## config.mk

```make
export PLATFORM = sky130hd
export DESIGN_NAME = alu_hilo_flat
export DESIGN_NICKNAME = d
export VERILOG_FILES = /design/src/rtl/alu_hilo_if.sv /design/src/rtl/alu_hilo.sv /design/src/flat_wrapper.sv
export SDC_FILE = /design/constraint.sdc
export NUM_CORES = 1
export LEC_CHECK = 0
export CAP_MARGIN = 20
export CORE_MARGIN = 4
export CORE_UTILIZATION = 30
export DETAILED_ROUTE_END_ITERATION = 8
export PLACE_DENSITY_LB_ADDON = 0.15
export SETUP_SLACK_MARGIN = 0.3
export SLEW_MARGIN = 20
export SYNTH_ARGS = -nofsm -noshare
export SYNTH_HDL_FRONTEND = slang
export SYNTH_SLANG_ARGS = --single-unit
export TNS_END_PERCENT = 50
```

## constraint.sdc

```tcl
create_clock -name clk -period 4.42 [get_ports clk]
set_input_delay 0.442 -clock clk [delete_from_list [all_inputs] [get_ports clk]]
set_output_delay 0.442 -clock clk [all_outputs]
set_load 0.01 [all_outputs]
```

## src/rtl/alu_hilo_if.sv

```systemverilog
// Handshake/operand bus between the execute-stage controller and alu_hilo.
// The controller drives the request side and the ALU drives the response side.
interface alu_hilo_if #(
  parameter int n = 32
);
  logic         i_valid_in;
  logic [2:0]   i_alucontrol;
  logic [n-1:0] i_a;
  logic [n-1:0] i_b;
  logic         o_ready;
  logic         o_valid_out;
  logic [n-1:0] o_result;
  logic         o_zero;
  logic [n-1:0] o_hi;
  logic [n-1:0] o_lo;

  modport master (
    output i_valid_in, i_alucontrol, i_a, i_b,
    input  o_ready, o_valid_out, o_result, o_zero, o_hi, o_lo
  );

  modport slave (
    input  i_valid_in, i_alucontrol, i_a, i_b,
    output o_ready, o_valid_out, o_result, o_zero, o_hi, o_lo
  );
endinterface

```

## src/rtl/alu_hilo.sv

```systemverilog
// Execute-stage ALU with single-cycle ops and an iterative signed multiplier into HI/LO.
// Optional macro ALU_HILO_EARLY_TERM_EN ends a multiply once the remaining multiplier bits are zero.
module alu_hilo #(
  parameter int n = 32
) (
  input  logic      clk,
  input  logic      reset,
  alu_hilo_if.slave bus
);

  localparam int CW = $clog2(n + 1);

  localparam logic [2:0] OP_AND  = 3'b000;
  localparam logic [2:0] OP_OR   = 3'b001;
  localparam logic [2:0] OP_ADD  = 3'b010;
  localparam logic [2:0] OP_MULT = 3'b011;
  localparam logic [2:0] OP_MFLO = 3'b100;
  localparam logic [2:0] OP_MFHI = 3'b101;
  localparam logic [2:0] OP_SUB  = 3'b110;
  localparam logic [2:0] OP_SLT  = 3'b111;

  localparam logic [n-1:0]   ZERO_N   = {n{1'b0}};
  localparam logic [n-1:0]   ONE_N    = {{(n-1){1'b0}}, 1'b1};
  localparam logic [2*n-1:0] ZERO_2N  = {(2*n){1'b0}};
  localparam logic [2*n-1:0] ONE_2N   = {{(2*n-1){1'b0}}, 1'b1};
  localparam logic [CW-1:0]  CNT_ZERO = {CW{1'b0}};
  localparam logic [CW-1:0]  CNT_ONE  = {{(CW-1){1'b0}}, 1'b1};
  localparam logic [CW-1:0]  CNT_LAST = CW'(n - 1);

  typedef enum logic [1:0] {
    S_IDLE = 2'd0,
    S_MUL  = 2'd1,
    S_DONE = 2'd2
  } state_t;

  // The most-negative value maps to 2^(n-1) as an unsigned n-bit magnitude.
  function automatic logic [n-1:0] f_abs(input logic [n-1:0] v);
    f_abs = v[n-1] ? (~v + ONE_N) : v;
  endfunction

  function automatic logic [2*n-1:0] f_neg2(input logic [2*n-1:0] v);
    f_neg2 = ~v + ONE_2N;
  endfunction

  state_t         r_state;
  logic           r_ready;
  logic           r_valid;
  logic [n-1:0]   r_result;
  logic           r_zero;
  logic [n-1:0]   r_hi;
  logic [n-1:0]   r_lo;
  logic [2*n-1:0] r_acc;
  logic [2*n-1:0] r_mcand;
  logic [n-1:0]   r_mplier;
  logic           r_sign;
  logic [CW-1:0]  r_cnt;

  logic [n-1:0]   w_alu;
  logic [2*n-1:0] w_acc_step;
  logic [2*n-1:0] w_prod;
  logic           w_last;
  logic           w_accept;

  assign w_accept = bus.i_valid_in && r_ready;

  // Result of the single-cycle ops and HI/LO reads for the current request.
  always_comb begin
    w_alu = ZERO_N;
    case (bus.i_alucontrol)
      OP_AND:  w_alu = bus.i_a & bus.i_b;
      OP_OR:   w_alu = bus.i_a | bus.i_b;
      OP_ADD:  w_alu = bus.i_a + bus.i_b;
      OP_SUB:  w_alu = bus.i_a - bus.i_b;
      OP_SLT:  w_alu = ($signed(bus.i_a) < $signed(bus.i_b)) ? ONE_N : ZERO_N;
      OP_MFLO: w_alu = r_lo;
      OP_MFHI: w_alu = r_hi;
      OP_MULT: w_alu = ZERO_N;
      default: w_alu = ZERO_N;
    endcase
  end

  // One shift-add step: add the shifted multiplicand when the current multiplier bit is set.
  always_comb begin
    w_acc_step = r_acc;
    if (r_mplier[0]) begin
      w_acc_step = r_acc + r_mcand;
    end else begin
      w_acc_step = r_acc;
    end
  end

  // Signed product as it will land in {hi,lo} once the last step is taken.
  always_comb begin
    w_prod = w_acc_step;
    if (r_sign) begin
      w_prod = f_neg2(w_acc_step);
    end else begin
      w_prod = w_acc_step;
    end
  end

`ifdef ALU_HILO_EARLY_TERM_EN
  assign w_last = (r_cnt == CNT_LAST) || (r_mplier[n-1:1] == {(n-1){1'b0}});
`else
  assign w_last = (r_cnt == CNT_LAST);
`endif

  // Control FSM, multiplier datapath and all registered outputs.
  always_ff @(posedge clk) begin
    if (!reset) begin
      r_state  <= S_IDLE;
      r_ready  <= 1'b1;
      r_valid  <= 1'b0;
      r_result <= ZERO_N;
      r_zero   <= 1'b1;
      r_hi     <= ZERO_N;
      r_lo     <= ZERO_N;
      r_acc    <= ZERO_2N;
      r_mcand  <= ZERO_2N;
      r_mplier <= ZERO_N;
      r_sign   <= 1'b0;
      r_cnt    <= CNT_ZERO;
    end else begin
      r_valid <= 1'b0;
      case (r_state)
        S_IDLE: begin
          if (w_accept && (bus.i_alucontrol == OP_MULT)) begin
            r_mcand  <= {ZERO_N, f_abs(bus.i_a)};
            r_mplier <= f_abs(bus.i_b);
            r_sign   <= bus.i_a[n-1] ^ bus.i_b[n-1];
            r_acc    <= ZERO_2N;
            r_cnt    <= CNT_ZERO;
            r_ready  <= 1'b0;
            r_state  <= S_MUL;
          end else if (w_accept) begin
            r_result <= w_alu;
            r_zero   <= (w_alu == ZERO_N);
            r_valid  <= 1'b1;
            r_state  <= S_IDLE;
          end else begin
            r_state  <= S_IDLE;
          end
        end
        S_MUL: begin
          r_acc    <= w_acc_step;
          r_mcand  <= {r_mcand[2*n-2:0], 1'b0};
          r_mplier <= {1'b0, r_mplier[n-1:1]};
          r_cnt    <= r_cnt + CNT_ONE;
          if (w_last) begin
            r_hi     <= w_prod[2*n-1:n];
            r_lo     <= w_prod[n-1:0];
            r_result <= w_prod[n-1:0];
            r_zero   <= (w_prod[n-1:0] == ZERO_N);
            r_valid  <= 1'b1;
            r_state  <= S_DONE;
          end else begin
            r_state  <= S_MUL;
          end
        end
        S_DONE: begin
          r_ready <= 1'b1;
          r_state <= S_IDLE;
        end
        default: begin
          r_ready <= 1'b1;
          r_state <= S_IDLE;
        end
      endcase
    end
  end

  assign bus.o_ready     = r_ready;
  assign bus.o_valid_out = r_valid;
  assign bus.o_result    = r_result;
  assign bus.o_zero      = r_zero;
  assign bus.o_hi        = r_hi;
  assign bus.o_lo        = r_lo;

endmodule

```

## src/flat_wrapper.sv

```systemverilog
// flat-port wrapper written by rule: the top's interface ports become plain ports
module alu_hilo_flat 
#(
  parameter int n = 32
)
  (clk, reset, bus_i_valid_in, bus_i_alucontrol, bus_i_a, bus_i_b, bus_o_ready, bus_o_valid_out, bus_o_result, bus_o_zero, bus_o_hi, bus_o_lo);
  alu_hilo_if #(.n(n)) bus_i ();
  input  logic clk;
  input  logic reset;
  input wire logic [$bits(bus_i.i_valid_in)-1:0] bus_i_valid_in;
  input wire logic [$bits(bus_i.i_alucontrol)-1:0] bus_i_alucontrol;
  input wire logic [$bits(bus_i.i_a)-1:0] bus_i_a;
  input wire logic [$bits(bus_i.i_b)-1:0] bus_i_b;
  output wire logic [$bits(bus_i.o_ready)-1:0] bus_o_ready;
  output wire logic [$bits(bus_i.o_valid_out)-1:0] bus_o_valid_out;
  output wire logic [$bits(bus_i.o_result)-1:0] bus_o_result;
  output wire logic [$bits(bus_i.o_zero)-1:0] bus_o_zero;
  output wire logic [$bits(bus_i.o_hi)-1:0] bus_o_hi;
  output wire logic [$bits(bus_i.o_lo)-1:0] bus_o_lo;
  assign bus_i.i_valid_in = bus_i_valid_in;
  assign bus_i.i_alucontrol = bus_i_alucontrol;
  assign bus_i.i_a = bus_i_a;
  assign bus_i.i_b = bus_i_b;
  assign bus_o_ready = bus_i.o_ready;
  assign bus_o_valid_out = bus_i.o_valid_out;
  assign bus_o_result = bus_i.o_result;
  assign bus_o_zero = bus_i.o_zero;
  assign bus_o_hi = bus_i.o_hi;
  assign bus_o_lo = bus_i.o_lo;
  alu_hilo #(.n(n)) u_core (.clk(clk), .reset(reset), .bus(bus_i));
endmodule
```

---- After elaboration in Yosys (flattened, before gate mapping) ----
Cells that the tools add are included.
word-level totals
  flip-flop bits (word level) ............. 268
  input bits .............................. 70
  output and inout port bits .............. 99
operators by class
  add/subtract/negate cells ............... 7
  magnitude comparators ................... 1
  equality and inequality tests ........... 13
  mux-type cells .......................... 31
  bitwise logic cells ..................... 7
  reductions and logical operators ........ 12
operators with widths
  operator                                                                count
  64-bit two-way mux                                                      4
  32-bit one-hot mux with 8 select lines                                  1
  64-bit one-hot mux with 2 select lines                                  2
  32-bit two-way mux                                                      6
  32-bit one-hot mux with 2 select lines                                  2
  32-bit by 1-bit adder with 32-bit output (second input constant)        2
  64-bit by 1-bit adder with 64-bit output (second input constant)        1
  64-bit adder                                                            1
  32-bit logical NOT                                                      2
  32-bit NOT                                                              2
  64-bit NOT                                                              1
  32-bit adder                                                            1
  32-bit bitwise AND                                                      1
  32-bit less-than comparator                                             1
  32-bit bitwise OR                                                       1
  32-bit subtractor                                                       1
  3-bit equality test (second input constant)                             4
  6-bit one-hot mux with 2 select lines                                   1
  1-bit two-way mux                                                       9
  2-bit AND reduction                                                     4
  6-bit by 1-bit adder with 6-bit output (second input constant)          1
  3-bit by 2-bit equality test with 1-bit output (second input constant)  2
  6-bit by 5-bit equality test with 1-bit output (second input constant)  1
  6-bit two-way mux                                                       1
  other kinds (14)                                                        19

---- Logic depth before layout (Yosys ltp) ----
  word-level depth ........................ 8
  gate-level depth with buffers ........... 18
  mapped depth without buffers ............ 16

---- Least setup slack after synthesis ----
Ideal clock, no wire load.
  path kind ............................... register to register
  from .................................... reg u_core.r_mplier[0]
  to ...................................... reg u_core.r_hi[18], in the netlist u_core.bus.o_hi[18]
  data arrival time ....................... 4415 ps
  required time ........................... 4300 ps
  path slack .............................. -114 ps
  cell stages (with the launch flop) ...... 18
  buffers on the path ..................... 6
  clock period less this slack ............ 4534 ps
  cell sequence ........................... dfxtp_1 buf_2 clkbuf_1 buf_2 clkbuf_1 buf_2 buf_2 mux2i_1 ha_1 nand4_1 or2_2 nor3_4 nand4_4 or4b_4 or2_4 o31a_1 and3_1 o31a_1
between the ends
  longest elaborated chain between the ends .. 4
RTL lines
  element                                   RTL line         source
  from (decl)                               alu_hilo.sv:54   logic [n-1:0] r_mplier;
  from (signal assigned)                    alu_hilo.sv:129  r_mplier <= f_abs(bus.i_b);
  from (signal assigned)                    alu_hilo.sv:147  r_mplier <= {1'b0, r_mplier[n-1:1]};
  64-bit two-way mux *                      alu_hilo.sv:85   if (r_mplier[0]) begin
  64-bit NOT                                alu_hilo.sv:42   f_neg2 = ~v + ONE_2N;
  64-bit by 1-bit adder with 64-bit output  alu_hilo.sv:42
  64-bit two-way mux *                      alu_hilo.sv:95   if (r_sign) begin
  to (signal assigned)                      alu_hilo.sv:150  r_hi <= w_prod[2*n-1:n];
  to (decl)                                 alu_hilo.sv:50   logic [n-1:0] r_hi;
Mark *: on every way between the ends. The rest lies on a longest branch, timed or not.
A chain may end at the register's enable or synchronous reset.

---- Final worst setup path ----
  from .................................... reg u_core.r_mcand[0]
  to ...................................... reg u_core.r_zero, in the netlist u_core.bus.o_zero
between the ends
  longest elaborated chain between the ends .. 8
RTL lines
  element                                   RTL line         source
  from (decl)                               alu_hilo.sv:53   logic [2*n-1:0] r_mcand;
  from (signal assigned)                    alu_hilo.sv:128  r_mcand <= {ZERO_N, f_abs(bus.i_a)};
  from (signal assigned)                    alu_hilo.sv:146  r_mcand <= {r_mcand[2*n-2:0], 1'b0};
  64-bit adder *                            alu_hilo.sv:86   w_acc_step = r_acc + r_mcand;
  64-bit two-way mux *                      alu_hilo.sv:85
  64-bit NOT                                alu_hilo.sv:42
  64-bit by 1-bit adder with 64-bit output  alu_hilo.sv:42
  64-bit two-way mux *                      alu_hilo.sv:95
  32-bit logical NOT *                      alu_hilo.sv:153  r_zero <= (w_prod[n-1:0] == ZERO_N);
  1-bit two-way mux *                       alu_hilo.sv:149  if (w_last) begin
  1-bit one-hot mux with 2 select lines *   alu_hilo.sv:125  case (r_state)
  to (signal assigned)                      alu_hilo.sv:137  r_zero <= (w_alu == ZERO_N);
  to (signal assigned)                      alu_hilo.sv:153
  to (decl)                                 alu_hilo.sv:49   logic r_zero;
Mark *: on every way between the ends. The rest lies on a longest branch, timed or not. The select of a mux whose other input is x is not followed.

==> impl_metrics.yaml <==
global_routing:
  grt_max_degree: 181
  antenna_found_initial: 6
  grt_pass1_wl_um: 176900
  grt_pass1_vias: 26820
  overflow: 0
  grt_usage_pct: 26.83
final_layout:
  finalNetCount: 4138
  ff_latch_area_um2: 5381
  stdcell_count: 4988
  final_cell_mix: "buf_4 (512), nand2_1 (374), nor2_1 (364)"
  syn_to_final_growth_pct: 35.09
  fillers: 8489
  multi_input_area_um2: 18600
  layout-drive-gt1-share_pct: 21.16
  n_antenna_cell: 0
  final_common_cell: "buf_4"
power:
  pwr-share-clk_pct: 42.0
  power_switching_mw: 2.418
  power.internal_mw: 5.215
  pwr-share-seq_pct: 32.9
  ir_worst_vdd_uv: 255.7
  p_comb_share_pct: 25.0
  swShare_pct: 31.68
  powerDensity_nw_per_um2: 231.1
  leakage_nw: 12.92
synth:
  ys_ff_latch: 268
  synthFlopType: "dfxtp_1"
  ys_types: 99
  synth_edf_count: 0
  synth_cells: 3399
  synth_area_per_cell_um2: 7.193
  synth.cell_area_um2: 24450
  yosysWarnings: 0
  synth-async-reset-ratio_pct: 0
  synth_fp_nets: 3635
  ys_seq_area_share_pct: 21.94
sta:
  setup_viol: 0
  holdWs_ns: 0.4378
  slew_headroom_pct: 33.75
  tns_ns: 0
  timing.final.crit_period_ns: 4.400
  rsz0062_at_grt: "true"
  clock-skew-final_ns: 0.02694
  post-route-period-util_pct: 99.54
  max_freq_mhz: 227.3
  tightest_slew_ns: 0.9937
  slew_violations: 0
  finalHoldViolCount: 0
cts:
  cts_buffer_depth: 3
  clock_latency_ns: 0.58
  htreeDepth: 2
  cts_root_buf: "clkbuf_16"
  cts_tree: "done"
  clock-sinks: 268
  path_clk_slew_ns: 0.06
  cts_buffers: 37
placement:
  io_buffers: 168
  dpl.hpwl_um: 96320
  place.gp.congestion: 1.000
  dp.cells: 4903
drt:
  vias: 28860
  final_antenna_net_count: 0
  via_per_inst: 5.786
  drc_errors: 0
  drtIter0Drc: 2752
  first_pass_iters: 7
  drt_wl_total_um: 121600
  wl_per_cell_um: 24.37
die:
  num_rows: 104
  dieWidth_um: 293.5
  io-pin-count: 169
  die-area_um2: 86120
  fp.dieH_um: 293.5
  coreArea_um2: 80680
  start_util_pct: 30.30
setup_path:
  crit_buf_inv: 1
  path_class: "register to register"
  start_kind: "register"
  cp_slowest_cell: "or4_4"
  worstPathCellList: "ha_4 > inv_2 > fa_2 > nand2b_4 > a211oi_4 > o211ai_1 > and3b_2 > a21o_1 > a221o_2 > or3_1 > o41ai_2 > xor2_1 > nand4b_1 > or4_4 > a21oi_1"
  crit_family: "compound AO/OA/AOI/OAI gates"
  critPathArrivalTime_ns: 4.91
  worst_setup_path_end_kind: "register"
  worstPathRequired_ns: 4.93
  crit_path_max_incr_delay_ns: 0.48
  critPathMaxFanout: 6
outcome:
  status: "finished, final reports clean"
job:
  cap_violations: 0
worst_hold_path:
  hold_path_class: "register to register"
==> timing repair <==
| item | CTS | global route |
|---|---|---|
| cloned | 0 | 1 |
| pin swaps | 17 | 77 |
| endpoints found under the setup margin | 34 | 55 |
| hold buffers | 0 | 0 |
| resized for setup | 44 | 139 |
| setup buffers | 4 | 15 |
==> synth_stat cells (18+ instances only) <==
| master | number | area [µm²] |
|---|---|---|
| a2111oi_0 | 19 | 166.4 |
| a211oi_1 | 69 | 518.0 |
| a21o_1 | 35 | 262.8 |
| a21oi_1 | 313 | 1567 |
| a221oi_1 | 34 | 297.8 |
| a31oi_1 | 83 | 519.3 |
| and3_1 | 26 | 162.7 |
| buf_1 | 32 | 120.1 |
| clkbuf_1 | 191 | 716.9 |
| dfxtp_1 | 268 | 5365 |
| ha_1 | 163 | 2039 |
| inv_1 | 126 | 473.0 |
| mux2i_1 | 52 | 520.5 |
| nand2_1 | 377 | 1415 |
| nand2b_1 | 33 | 206.5 |
| nand3_1 | 149 | 745.7 |
| nand4_1 | 66 | 412.9 |
| nor2_1 | 371 | 1393 |
| nor2b_1 | 28 | 175.2 |
| nor3_1 | 70 | 350.3 |
| nor4_1 | 23 | 143.9 |
| o211ai_1 | 41 | 307.8 |
| o21a_1 | 22 | 165.2 |
| o21ai_0 | 153 | 765.7 |
| o21ai_1 | 18 | 90.09 |
| o31ai_1 | 50 | 375.4 |
| or2_2 | 20 | 125.1 |
| or3_1 | 45 | 281.5 |
| xnor2_1 | 116 | 1016 |
| xor2_1 | 30 | 262.8 |
==> power groups by stage <==
stage / registers, mW / logic (mW) / clock network (mW)
after global routing: 2.52 / 2.03 / 3.37
after detailed placement: 2.57 / 1.80 / 0
after global placement: 2.57 / 1.81 / 0
after CTS: 2.51 / 1.82 / 3.29
final: 2.52 / 1.91 / 3.21
after floorplan: 2.55 / 0.898 / 0
==> worst min-delay path, delay by kind of cell (launching register included) <==
family	cells	cell delay, ns
and+or+nand+nor	1	0.05
DFF	1	0.31
AOI/OAI and AO/OA	1	0.05
==> path summary, 6_finish.rpt <==
path | startpoint | endpoint | slack, ns | cells past startpoint
setup reg to reg | u_core.r_mcand[0] | u_core.bus.o_zero | 0.02 | 15
hold / removal | u_core.r_mplier[1] | u_core.r_mplier[0] | 0.44 | 2
setup / recovery | u_core.r_mcand[0] | u_core.bus.o_zero | 0.02 | 15
hold reg to reg | u_core.r_mplier[1] | u_core.r_mplier[0] | 0.44 | 2
==> state kept, by name (all words and copies together) (netlist names) <==
| signal | cells |
|---|---|
| u_core.r_cnt | 6 |
| u_core.bus.o_hi | 32 |
| u_core.bus.o_ready | 1 |
| u_core.bus.o_lo | 32 |
| u_core.r_sign | 1 |
| u_core.r_mplier | 32 |
| u_core.r_state | 2 |
| u_core.r_mcand | 64 |
| u_core.bus.o_valid_out | 1 |
| u_core.bus.o_zero | 1 |
| u_core.bus.o_result | 32 |
| u_core.r_acc | 64 |
==> logic make-up after synthesis <==
group / synth area share (%)
and+or+nand+nor: 25.09
AOI/OAI and AO/OA: 30.73
buffers and inverters: 5.829
DFF: 21.94
adders and majority gates: 8.588
xor gates and xnor gates: 5.230
muxes: 2.590
==> per-stage QoR <==
| stage | instance area, µm² | worst slack, ns | power, mW | util [%] |
|---|---|---|---|---|
| 2_1_floorplan | 24530 | 0.3020 | 3.451 | - |
| 3_3_place_gp | 30680 | -0.5144 | 4.377 | 38.03 |
| 3_5_place_dp | 30680 | -0.5945 | 4.366 | 38.03 |
| 4_1_cts | 32170 | 0.09225 | 7.621 | 39.88 |
| 5_1_grt | 33030 | -0.1273 | 7.916 | 40.94 |
| 6_report | 33030 | 0.02014 | 7.634 | 40.94 |
==> area by class of cell <==
cell class              count  share of cell area, %
clock inverters            16                 0.7653
inverters                 126                  1.455
well taps                1060                  4.016
flip-flops and latches    268                  16.29
multi-input cells        2762                  56.31
repair buffers            707                  18.04
clock buffers              49                  3.122
==> layer usage <==
metal / part of all wire (%) / routed length, µm / GRT usage, % / vias to the layer above
li1: - / - / - / 13570
met2: 44 / 53340 / 42.36 / 1088
met5: 0.033 / 40 / 0 / -
met4: 4.3 / 5204 / 9.882 / 6
met1: 45 / 54980 / 37.33 / 13990
met3: 6.6 / 7989 / 3.666 / 205
Note: power is estimated with default switching activity, not from simulation.
